## src/rtl/alu_issue_ctrl_if.sv

```systemverilog
// Signal bundle between alu_issue_ctrl and its surroundings: the decode-side
// instruction handshake, the ALU operand/result bus and the writeback-side
// result handshake. The master modport is the issue controller; the slave
// modport is the environment (decode stage, ALU and writeback stage).
interface alu_issue_ctrl_if;
  // decode -> controller
  logic        InValid;
  logic        InReady;
  logic [5:0]  Opcode;
  logic [5:0]  Funct;
  logic [4:0]  Shamt;
  logic [15:0] Imm16;
  logic [31:0] RsData;
  logic [31:0] RtData;
  // controller <-> ALU
  logic [3:0]  ALUCtrl;
  logic [31:0] BusA;
  logic [31:0] BusB;
  logic [31:0] BusW;
  logic        Zero;
  // controller -> writeback
  logic        OutValid;
  logic        OutReady;
  logic [31:0] Result;
  logic        ZeroOut;
  logic        Illegal;
  logic        Overflow;

  modport master (
    input  InValid, Opcode, Funct, Shamt, Imm16, RsData, RtData,
    input  BusW, Zero, OutReady,
    output InReady, ALUCtrl, BusA, BusB,
    output OutValid, Result, ZeroOut, Illegal, Overflow
  );

  modport slave (
    output InValid, Opcode, Funct, Shamt, Imm16, RsData, RtData,
    output BusW, Zero, OutReady,
    input  InReady, ALUCtrl, BusA, BusB,
    input  OutValid, Result, ZeroOut, Illegal, Overflow
  );
endinterface

```

## src/rtl/alu_issue_ctrl.sv

```systemverilog
// alu_issue_ctrl: accepts one decoded MIPS instruction, drives ALUCtrl and the
// BusA/BusB operands, waits ALU_LAT cycles for the ALU to settle, captures
// BusW/Zero and hands the result downstream on a valid/ready handshake.
// Optional feature macro: ALU_OVF_TRAP_EN (signed overflow flag for ADD/ADDI/SUB).
module alu_issue_ctrl #(
  parameter int ALU_LAT = 3
) (
  input logic              CLK,
  input logic              Reset,
  alu_issue_ctrl_if.master bus
);

  localparam int CNT_W = (ALU_LAT > 1) ? $clog2(ALU_LAT) : 1;

  typedef enum logic [1:0] {
    S_IDLE = 2'd0,
    S_WAIT = 2'd1,
    S_DONE = 2'd2
  } state_t;

  state_t          state_q, state_d;
  logic [CNT_W-1:0] cnt_q, cnt_d;

  logic [3:0]  ctrl_q;
  logic [31:0] a_q, b_q;
  logic [31:0] result_q;
  logic        zero_q;
  logic        illegal_q;

  logic [3:0]  dec_ctrl;
  logic [31:0] dec_a, dec_b;
  logic        dec_illegal;
  logic [31:0] imm_sext, imm_zext;
  logic        accept, capture;

  assign imm_sext = {{16{bus.Imm16[15]}}, bus.Imm16};
  assign imm_zext = {16'b0, bus.Imm16};
  assign accept   = (state_q == S_IDLE) && bus.InValid;
  assign capture  = (state_q == S_WAIT) && (cnt_q == '0);

  // Decode opcode/funct into the ALU control code and operand selection.
  always_comb begin
    dec_illegal = 1'b0;
    dec_ctrl    = 4'b0000;
    dec_a       = bus.RsData;
    dec_b       = bus.RtData;
    case (bus.Opcode)
      6'h00: begin
        case (bus.Funct)
          6'h20: dec_ctrl = 4'b0010;
          6'h21: dec_ctrl = 4'b1000;
          6'h22: dec_ctrl = 4'b0110;
          6'h23: dec_ctrl = 4'b1001;
          6'h24: dec_ctrl = 4'b0000;
          6'h25: dec_ctrl = 4'b0001;
          6'h26: dec_ctrl = 4'b1010;
          6'h27: dec_ctrl = 4'b1100;
          6'h2A: dec_ctrl = 4'b0111;
          6'h2B: dec_ctrl = 4'b1011;
          6'h00, 6'h02, 6'h03: begin
            // shifts take the value from rt and the amount from shamt
            dec_a = bus.RtData;
            dec_b = {27'b0, bus.Shamt};
            case (bus.Funct)
              6'h00:   dec_ctrl = 4'b0011;
              6'h02:   dec_ctrl = 4'b0100;
              default: dec_ctrl = 4'b1101;
            endcase
          end
          default: dec_illegal = 1'b1;
        endcase
      end
      6'h08: begin dec_ctrl = 4'b0010; dec_b = imm_sext; end
      6'h09: begin dec_ctrl = 4'b1000; dec_b = imm_sext; end
      6'h0A: begin dec_ctrl = 4'b0111; dec_b = imm_sext; end
      6'h0B: begin dec_ctrl = 4'b1011; dec_b = imm_sext; end
      6'h0C: begin dec_ctrl = 4'b0000; dec_b = imm_zext; end
      6'h0D: begin dec_ctrl = 4'b0001; dec_b = imm_zext; end
      6'h0E: begin dec_ctrl = 4'b1010; dec_b = imm_zext; end
      6'h0F: begin dec_ctrl = 4'b1110; dec_b = imm_zext; end
      // branches compare rs and rt by subtraction; Zero carries the result
      6'h04, 6'h05: dec_ctrl = 4'b0110;
      default: dec_illegal = 1'b1;
    endcase
  end

  // State and settle-counter register.
  always_ff @(posedge CLK) begin
    if (Reset) begin
      state_q <= S_IDLE;
      cnt_q   <= '0;
    end else begin
      state_q <= state_d;
      cnt_q   <= cnt_d;
    end
  end

  // Next-state logic: illegal ops skip the ALU wait entirely.
  always_comb begin
    state_d = state_q;
    cnt_d   = cnt_q;
    case (state_q)
      S_IDLE: begin
        if (bus.InValid) begin
          if (dec_illegal) begin
            state_d = S_DONE;
          end else begin
            state_d = S_WAIT;
            cnt_d   = CNT_W'(ALU_LAT - 1);
          end
        end
      end
      S_WAIT: begin
        if (cnt_q == '0) state_d = S_DONE;
        else             cnt_d   = cnt_q - 1'b1;
      end
      S_DONE: begin
        if (bus.OutReady) state_d = S_IDLE;
      end
      default: state_d = S_IDLE;
    endcase
  end

  // Operand registers load on a legal accept; result registers load at capture.
  always_ff @(posedge CLK) begin
    if (Reset) begin
      ctrl_q    <= 4'b0000;
      a_q       <= '0;
      b_q       <= '0;
      result_q  <= '0;
      zero_q    <= 1'b0;
      illegal_q <= 1'b0;
    end else if (accept) begin
      illegal_q <= dec_illegal;
      if (dec_illegal) begin
        result_q <= '0;
        zero_q   <= 1'b0;
      end else begin
        ctrl_q <= dec_ctrl;
        a_q    <= dec_a;
        b_q    <= dec_b;
      end
    end else if (capture) begin
      result_q <= bus.BusW;
      zero_q   <= bus.Zero;
    end
  end

`ifdef ALU_OVF_TRAP_EN
  logic is_add_q, is_sub_q, ovf_q;

  // Remember whether the issued op is a trapping add/sub, flag overflow at capture.
  always_ff @(posedge CLK) begin
    if (Reset) begin
      is_add_q <= 1'b0;
      is_sub_q <= 1'b0;
      ovf_q    <= 1'b0;
    end else if (accept) begin
      is_add_q <= ~dec_illegal && ((bus.Opcode == 6'h08) ||
                                   ((bus.Opcode == 6'h00) && (bus.Funct == 6'h20)));
      is_sub_q <= ~dec_illegal && (bus.Opcode == 6'h00) && (bus.Funct == 6'h22);
      ovf_q    <= 1'b0;
    end else if (capture) begin
      ovf_q <= (is_add_q && (a_q[31] == b_q[31]) && (bus.BusW[31] != a_q[31])) ||
               (is_sub_q && (a_q[31] != b_q[31]) && (bus.BusW[31] != a_q[31]));
    end
  end

  assign bus.Overflow = ovf_q;
`else
  assign bus.Overflow = 1'b0;
`endif

  assign bus.InReady  = (state_q == S_IDLE);
  assign bus.OutValid = (state_q == S_DONE);
  assign bus.ALUCtrl  = ctrl_q;
  assign bus.BusA     = a_q;
  assign bus.BusB     = b_q;
  assign bus.Result   = result_q;
  assign bus.ZeroOut  = zero_q;
  assign bus.Illegal  = illegal_q;

endmodule

```

## src/flat_wrapper.sv

```systemverilog
// flat-port wrapper written by rule: the top's interface ports become plain ports
module alu_issue_ctrl_flat 
#(
  parameter int ALU_LAT = 3
)
  (CLK, Reset, bus_InValid, bus_Opcode, bus_Funct, bus_Shamt, bus_Imm16, bus_RsData, bus_RtData, bus_BusW, bus_Zero, bus_OutReady, bus_InReady, bus_ALUCtrl, bus_BusA, bus_BusB, bus_OutValid, bus_Result, bus_ZeroOut, bus_Illegal, bus_Overflow);
  alu_issue_ctrl_if bus_i ();
  input logic CLK;
  input logic Reset;
  input wire logic [$bits(bus_i.InValid)-1:0] bus_InValid;
  input wire logic [$bits(bus_i.Opcode)-1:0] bus_Opcode;
  input wire logic [$bits(bus_i.Funct)-1:0] bus_Funct;
  input wire logic [$bits(bus_i.Shamt)-1:0] bus_Shamt;
  input wire logic [$bits(bus_i.Imm16)-1:0] bus_Imm16;
  input wire logic [$bits(bus_i.RsData)-1:0] bus_RsData;
  input wire logic [$bits(bus_i.RtData)-1:0] bus_RtData;
  input wire logic [$bits(bus_i.BusW)-1:0] bus_BusW;
  input wire logic [$bits(bus_i.Zero)-1:0] bus_Zero;
  input wire logic [$bits(bus_i.OutReady)-1:0] bus_OutReady;
  output wire logic [$bits(bus_i.InReady)-1:0] bus_InReady;
  output wire logic [$bits(bus_i.ALUCtrl)-1:0] bus_ALUCtrl;
  output wire logic [$bits(bus_i.BusA)-1:0] bus_BusA;
  output wire logic [$bits(bus_i.BusB)-1:0] bus_BusB;
  output wire logic [$bits(bus_i.OutValid)-1:0] bus_OutValid;
  output wire logic [$bits(bus_i.Result)-1:0] bus_Result;
  output wire logic [$bits(bus_i.ZeroOut)-1:0] bus_ZeroOut;
  output wire logic [$bits(bus_i.Illegal)-1:0] bus_Illegal;
  output wire logic [$bits(bus_i.Overflow)-1:0] bus_Overflow;
  assign bus_i.InValid = bus_InValid;
  assign bus_i.Opcode = bus_Opcode;
  assign bus_i.Funct = bus_Funct;
  assign bus_i.Shamt = bus_Shamt;
  assign bus_i.Imm16 = bus_Imm16;
  assign bus_i.RsData = bus_RsData;
  assign bus_i.RtData = bus_RtData;
  assign bus_i.BusW = bus_BusW;
  assign bus_i.Zero = bus_Zero;
  assign bus_i.OutReady = bus_OutReady;
  assign bus_InReady = bus_i.InReady;
  assign bus_ALUCtrl = bus_i.ALUCtrl;
  assign bus_BusA = bus_i.BusA;
  assign bus_BusB = bus_i.BusB;
  assign bus_OutValid = bus_i.OutValid;
  assign bus_Result = bus_i.Result;
  assign bus_ZeroOut = bus_i.ZeroOut;
  assign bus_Illegal = bus_i.Illegal;
  assign bus_Overflow = bus_i.Overflow;
  alu_issue_ctrl #(.ALU_LAT(ALU_LAT)) u_core (.CLK(CLK), .Reset(Reset), .bus(bus_i));
endmodule
```

## config.mk

```make
export PLATFORM = sky130hd
export DESIGN_NAME = alu_issue_ctrl_flat
export DESIGN_NICKNAME = d
export VERILOG_FILES = /design/src/rtl/alu_issue_ctrl_if.sv /design/src/rtl/alu_issue_ctrl.sv /design/src/flat_wrapper.sv
export SDC_FILE = /design/constraint.sdc
export NUM_CORES = 1
export LEC_CHECK = 0
export CELL_PAD_IN_SITES_DETAIL_PLACEMENT = 2
export CELL_PAD_IN_SITES_GLOBAL_PLACEMENT = 2
export CORE_ASPECT_RATIO = 1.2
export CORE_MARGIN = 5
export CORE_UTILIZATION = 21
export DETAILED_ROUTE_END_ITERATION = 10
export GPL_TIMING_DRIVEN = 0
export PLACE_DENSITY_LB_ADDON = 0.1
export SLEW_MARGIN = 20
export SYNTH_ARGS = -nofsm -noshare
export SYNTH_HDL_FRONTEND = slang
export SYNTH_SLANG_ARGS = --single-unit
```

## constraint.sdc

```tcl
create_clock -name CLK -period 2.4 [get_ports CLK]
set_clock_uncertainty 0.15 [all_clocks]
set_input_delay 0.24 -clock CLK [delete_from_list [all_inputs] [get_ports CLK]]
set_output_delay 0.24 -clock CLK [all_outputs]
set_load 0.01 [all_outputs]
```

# Word level (Yosys, flattened, before mapping)
# Cells that the tools add are included.
[word_totals]
ff_bits = 106
latch_bits = 0
ramBits = 0
mem_bits_ro = 0
in_bits = 134
output_inout_bits = 105
memories = 0
[classes]
addsub = 1
multipliers = 0
div_mod_pow = 0
n_lt_le_gt_ge = 0
n_eq_ne = 30
n_shift = 0
n_mux = 24
bitwise_logic = 1
reduce_logical = 18
[op_table]
columns = ["op", "n"]
rows = [
  ["32-bit 2-to-1 mux", 6],
  ["32-bit case mux with 3 select lines", 1],
  ["6-bit == test, second input constant", 10],
  ["6-bit by 4-bit == test with 1-bit output, second input constant", 8],
  ["4-bit case mux with 10 select lines", 1],
  ["4-bit case mux with 9 select lines", 1],
  ["2-bit 2-to-1 mux", 7],
  ["13-bit OR reduction", 1],
  ["6-bit by 2-bit == test with 1-bit output, second input constant", 2],
  ["6-bit by 3-bit == test with 1-bit output, second input constant", 2],
  ["6-bit zero test", 2],
  ["2-bit inequality test, second input constant", 5],
  ["10-bit OR reduction", 1],
  ["4-bit case mux with 2 select lines", 1],
  ["4-bit OR reduction", 2],
  ["2-bit case mux with 3 select lines", 1],
  ["2-bit zero test", 2],
  ["1-bit 2-to-1 mux", 4],
  ["2-bit case mux with 2 select lines", 1],
  ["2-bit AND reduction", 2],
  ["4-bit AND reduction", 1],
  ["2-bit nonzero test", 2],
  ["3-bit AND reduction", 1],
  ["3-bit OR reduction", 1],
  ["8 further kinds", 9],
]

# Logic depth before layout (Yosys ltp)
[logic_depth]
ltp_word = 7
mapped_depth = 10

# Worst setup path before layout
# Ideal clock, no wire load.
[synth_path]
path_kind = "input port to flip-flop"
from = "in bus_Opcode[2]"
to = "reg u_core.cnt_q[1]"
setup_ps = 120
arrival_ps = 2019
slack_ps = 111
cell_stages = 8
path_buffers = 3
cell_sequence = "buf_6 or4_4 a211o_1 and3_4 or2_1 clkbuf_1 buf_6 o31a_1"
[synth_between]
elab_chain_len = 5
[synth_lines]
columns = ["element", "line", "rtl"]
rows = [
  ["from (decl)", "flat_wrapper.sv:11", "input wire logic [$bits(bus_i.Opcode)-1:0] bus_Opcode;"],
  ["6-bit by 4-bit == test with 1-bit output / 6-bit by 3-bit == test with 1-bit output (equally long branches)", "alu_issue_ctrl.sv:47", "case (bus.Opcode)"],
  ["10-bit OR reduction (no source line)", "--", ""],
  ["1-bit case mux with 2 select lines (*)", "alu_issue_ctrl.sv:47", ""],
  ["2-bit inequality test (no source line) (*)", "--", ""],
  ["4-bit AND reduction (no source line) (*)", "--", ""],
  ["to (signal assigned)", "alu_issue_ctrl.sv:94", "cnt_q <= cnt_d;"],
  ["to (decl)", "alu_issue_ctrl.sv:22", "logic [CNT_W-1:0] cnt_q, cnt_d;"],
]
# Every way passes the cells marked *; elsewhere a longest branch is shown, timed or not.
# A chain may end at the register's enable or synchronous reset.

# Worst setup path after layout
[layout_path]
from = "in bus_Funct[2]"
to = "reg u_core.a_q[11] (netlist: u_core.bus.BusA[11])"
[layout_between]
elab_chain_len = 6
[layout_lines]
columns = ["element", "line", "rtl"]
rows = [
  ["from (decl)", "flat_wrapper.sv:12", "input wire logic [$bits(bus_i.Funct)-1:0] bus_Funct;"],
  ["6-bit == test (tied with other cells)", "alu_issue_ctrl.sv:49", "case (bus.Funct)"],
  ["13-bit OR reduction (no source line)", "--", ""],
  ["1-bit 2-to-1 mux", "alu_issue_ctrl.sv:49", ""],
  ["1-bit case mux with 2 select lines", "alu_issue_ctrl.sv:47", ""],
  ["1-bit NOT (no source line)", "--", ""],
  ["2-bit AND reduction (no source line)", "--", ""],
  ["to (signal assigned)", "alu_issue_ctrl.sv:128", "a_q <= '0;"],
  ["to (signal assigned)", "alu_issue_ctrl.sv:140", "a_q <= dec_a;"],
  ["to (decl)", "alu_issue_ctrl.sv:25", "logic [31:0] a_q, b_q;"],
]
# Several ways; a longest one is shown, not always the timed one.

==> flow_summary.yaml <==
outcome:
  outcome: "completed"
clocking:
  cts_sinks: 106
  cts_max_level: 3
  postCtsHoldBufs: 0
  cts.path.max_buffers: 2
  cts_root_buf: "clkbuf_16"
  cts_tree: "built"
  cts_buffers: 9
  insertion_delay_ns: 0.36
  clk_pin_slew_ns: 0.08
setup_path:
  rrSetupSlack_ns: 0.18
  cp_cell_sequence: "clkdlybuf4s50_1 -> clkbuf_2 -> nor4_1 -> and4_1 -> buf_4 -> clkbuf_4 -> mux2i_1 -> a211oi_2"
  cp-end-kind: "register"
  cp_max_fo: 10
  worstSetupPathType: "in2reg"
  worst_r2r_endpoint: "u_core.bus.BusB[28]"
  slowest_delay_ns: 0.42
  arrival_ns: 2.37
  r2r_start: "u_core.state_q[0]"
  cpMaxStageDelayCell: "clkdlybuf4s50_1"
  ff2ff_path_depth: 8
  required_ns: 2.47
  cp-start-kind: "input port"
yosys:
  synth_edf_count: 0
  syn_avg_cell_area_um2: 9.02
  synth_most_common_cell: "dfxtp_1"
  synth_flop_cell: "dfxtp_1"
  syn_inst: 566
  yosysTopAreaCellShare: 0.416
  yosysWarnings: 0
  synth_area_leaders: "dfxtp_1 42%, a211oi_2 7.4%, nor3_1 6.6%, mux2i_1 6.5%, a32oi_1 5.8%"
  yosys.area.top_type: "dfxtp_1"
  synth_cell_type_count: 51
  seq_area_frac_synth: 0.416
  synth_commonest_cells: "106 x dfxtp_1, 67 x nor3_1, 63 x nand2_1"
  syn_area_um2: 5100
  synth_seq_cells: 106
  syn-num-nets: 701
  synthArstFlopShare: 0
pwr:
  p_per_area_nw_per_um2: 512
  vdd_drop_max_v: 0.000310
  p_leak_nw: 2.69
grt:
  grt_max_degree: 18
  grt_overflow: 0
  grt.total_usage: 0.171
  grt_pass1_wl_mm: 37.3
  grt_pass1_vias: 6342
  antenna_found_initial: 3
route:
  drc: 0
  ant_nets: 0
  routed_wl_mm: 24.3
  wire_per_inst_um: 21.4
  vias: 5583
  via_per_inst: 4.93
  drt-initial-drc-count: 125
  first_pass_iters: 4
floorplanning:
  die_area_um2: 27500
  initial_core_util: 0.213
  ios: 239
  core_area_um2: 24000
  die_w_um: 152
  fp-row-count: 62
  fp.dieH_um: 181
worst_hold_path:
  hold_path_end: "u_core.bus.ALUCtrl[3]"
  worstHoldPathCells: 5
  hp-start: "bus_Opcode[2]"
  min_path_type: "in2reg"
timing:
  finalHoldViolCount: 0
  slew_headroom: 0.493
  fin_crit_sh: 0.959
  holdWs_ns: 0.222
  finalSetupTns_ns: 0
  fin_ws_ns: 0.0975
  slew_viol_final: 0
  finalSetupViolations: 0
  rsz0062_at_grt: "false"
  tightest_slew_ns: 0.760
  period_needed_ns: 2.30
  max_freq_mhz: 434
layout:
  insertedDiodeCount: 0
  final_cell_area_um2: 8260
  drive_gt1_frac: 0.129
  area_delta_synth_final_pct: 61.8
  nFillCells: 2620
  nets: 943
  instances_no_fill: 1133
placed_design:
  portBuffers: 233
  place.gp.congestion: 0.785
  placed_area_um2: 7840
  dp.cells: 1119
  dp_worst_setup_slack_ns: -1.07
  place_hpwl_mm: 19.0
job:
  maxCapViolations: 0
[state kept, by name (all words and copies together) (netlist names)]
register            count
u_core.cnt_q            2
u_core.bus.ZeroOut      1
u_core.bus.Result      32
u_core.state_q          2
u_core.bus.Illegal      1
u_core.bus.BusA        32
u_core.bus.BusB        32
u_core.bus.ALUCtrl      4
[logic make-up (layout without fill, tap and decap cells)]
group                    count (synthesis)  count (layout)  synth area share
AND/OR/NAND/NOR                        167             167             0.156
XOR/XNOR                                 1               1           0.00172
buffers and inverters                   73             320            0.0635
flip-flops                             106             106             0.416
AO/OA/AOI/OAI                          183             183             0.293
multiplexers                            33              33            0.0647
adder cells (fa/ha/maj)                  2               2           0.00441
other                                    1               1          0.000735
[power breakdown]
group	switching, mW	internal (mW)	total (mW)
clock	0.732	0.744	1.48
combinational	0.421	0.460	0.880
sequential	0.0433	1.83	1.87
total	1.20	3.03	4.23
[critical path, delay by kind of cell]
kind / cells / cell delay, ns
compound gates: 1 / 0.10
buf+inv: 4 / 1.14
simple gates: 2 / 0.60
mux: 1 / 0.28
[layout by cell type (no fill, tap or decap), types with 3 or more instances in the layout]
| cell type | count |
|---|---|
| nand2_1 | 63 |
| o2bb2ai_1 | 5 |
| a31oi_1 | 6 |
| clkbuf_4 | 7 |
| a311oi_1 | 16 |
| a32oi_1 | 34 |
| clkbuf_16 | 9 |
| a21oi_1 | 5 |
| clkbuf_1 | 23 |
| a211oi_2 | 30 |
| o21ai_0 | 37 |
| clkbuf_2 | 19 |
| nor4_1 | 3 |
| buf_4 | 7 |
| dfxtp_1 | 106 |
| buf_6 | 6 |
| buf_2 | 5 |
| mux2i_1 | 33 |
| nor2b_1 | 5 |
| a311oi_2 | 5 |
| inv_1 | 7 |
| a211oi_1 | 13 |
| nor2_1 | 9 |
| clkdlybuf4s50_1 | 230 |
| nor3_1 | 66 |
| a22oi_1 | 16 |
[through the flow]
step	util	power (mW)
floorplan	-	2.26
global placement	0.327	2.75
detailed placement	0.327	2.78
CTS	0.342	4.30
global route	0.345	4.42
finish	0.345	4.23
[how the worst max path moves through the flow]
stage,from,end,cells past startpoint
2_1_floorplan,bus_Opcode[2],u_core.cnt_q[1],8
3_3_place_gp,bus_Opcode[5],u_core.bus.BusB[12],8
3_5_place_dp,bus_Opcode[5],u_core.bus.BusB[10],8
4_1_cts,u_core.cnt_q[0],u_core.bus.Result[20],7
5_1_grt,bus_Funct[5],u_core.bus.BusA[11],8
6_report,bus_Funct[2],u_core.bus.BusA[11],8
[per-layer routing]
layer,vias to the layer above,wire length (um),GRT usage,part of all wire
met5,-,33,0,0.0014
met4,6,341,0.0417,0.014
met3,23,1180,0.0462,0.049
met2,127,13100,0.319,0.54
met1,2791,9570,0.191,0.39
li1,2636,-,-,-
[what timing repair did]
action,4_1_cts,5_1_grt
pin swaps,0,1
resized for setup,42,35
endpoints found under the setup margin,105,92
setup buffers,0,1
cloned,0,0
[area by class of cell]
class,instances,area (um2),share of cell area
Clock buffer,12,246,0.0298
Buffer,63,359,0.0435
Inverter,7,26.3,0.00318
Tap cell,320,400,0.0485
Clock inverter,4,32.5,0.00394
Sequential cell,106,2120,0.257
Multi-Input combinational cell,387,2740,0.332
Timing Repair Buffer,234,2330,0.282
No activity file was read; power rests on OpenSTA's default activity.
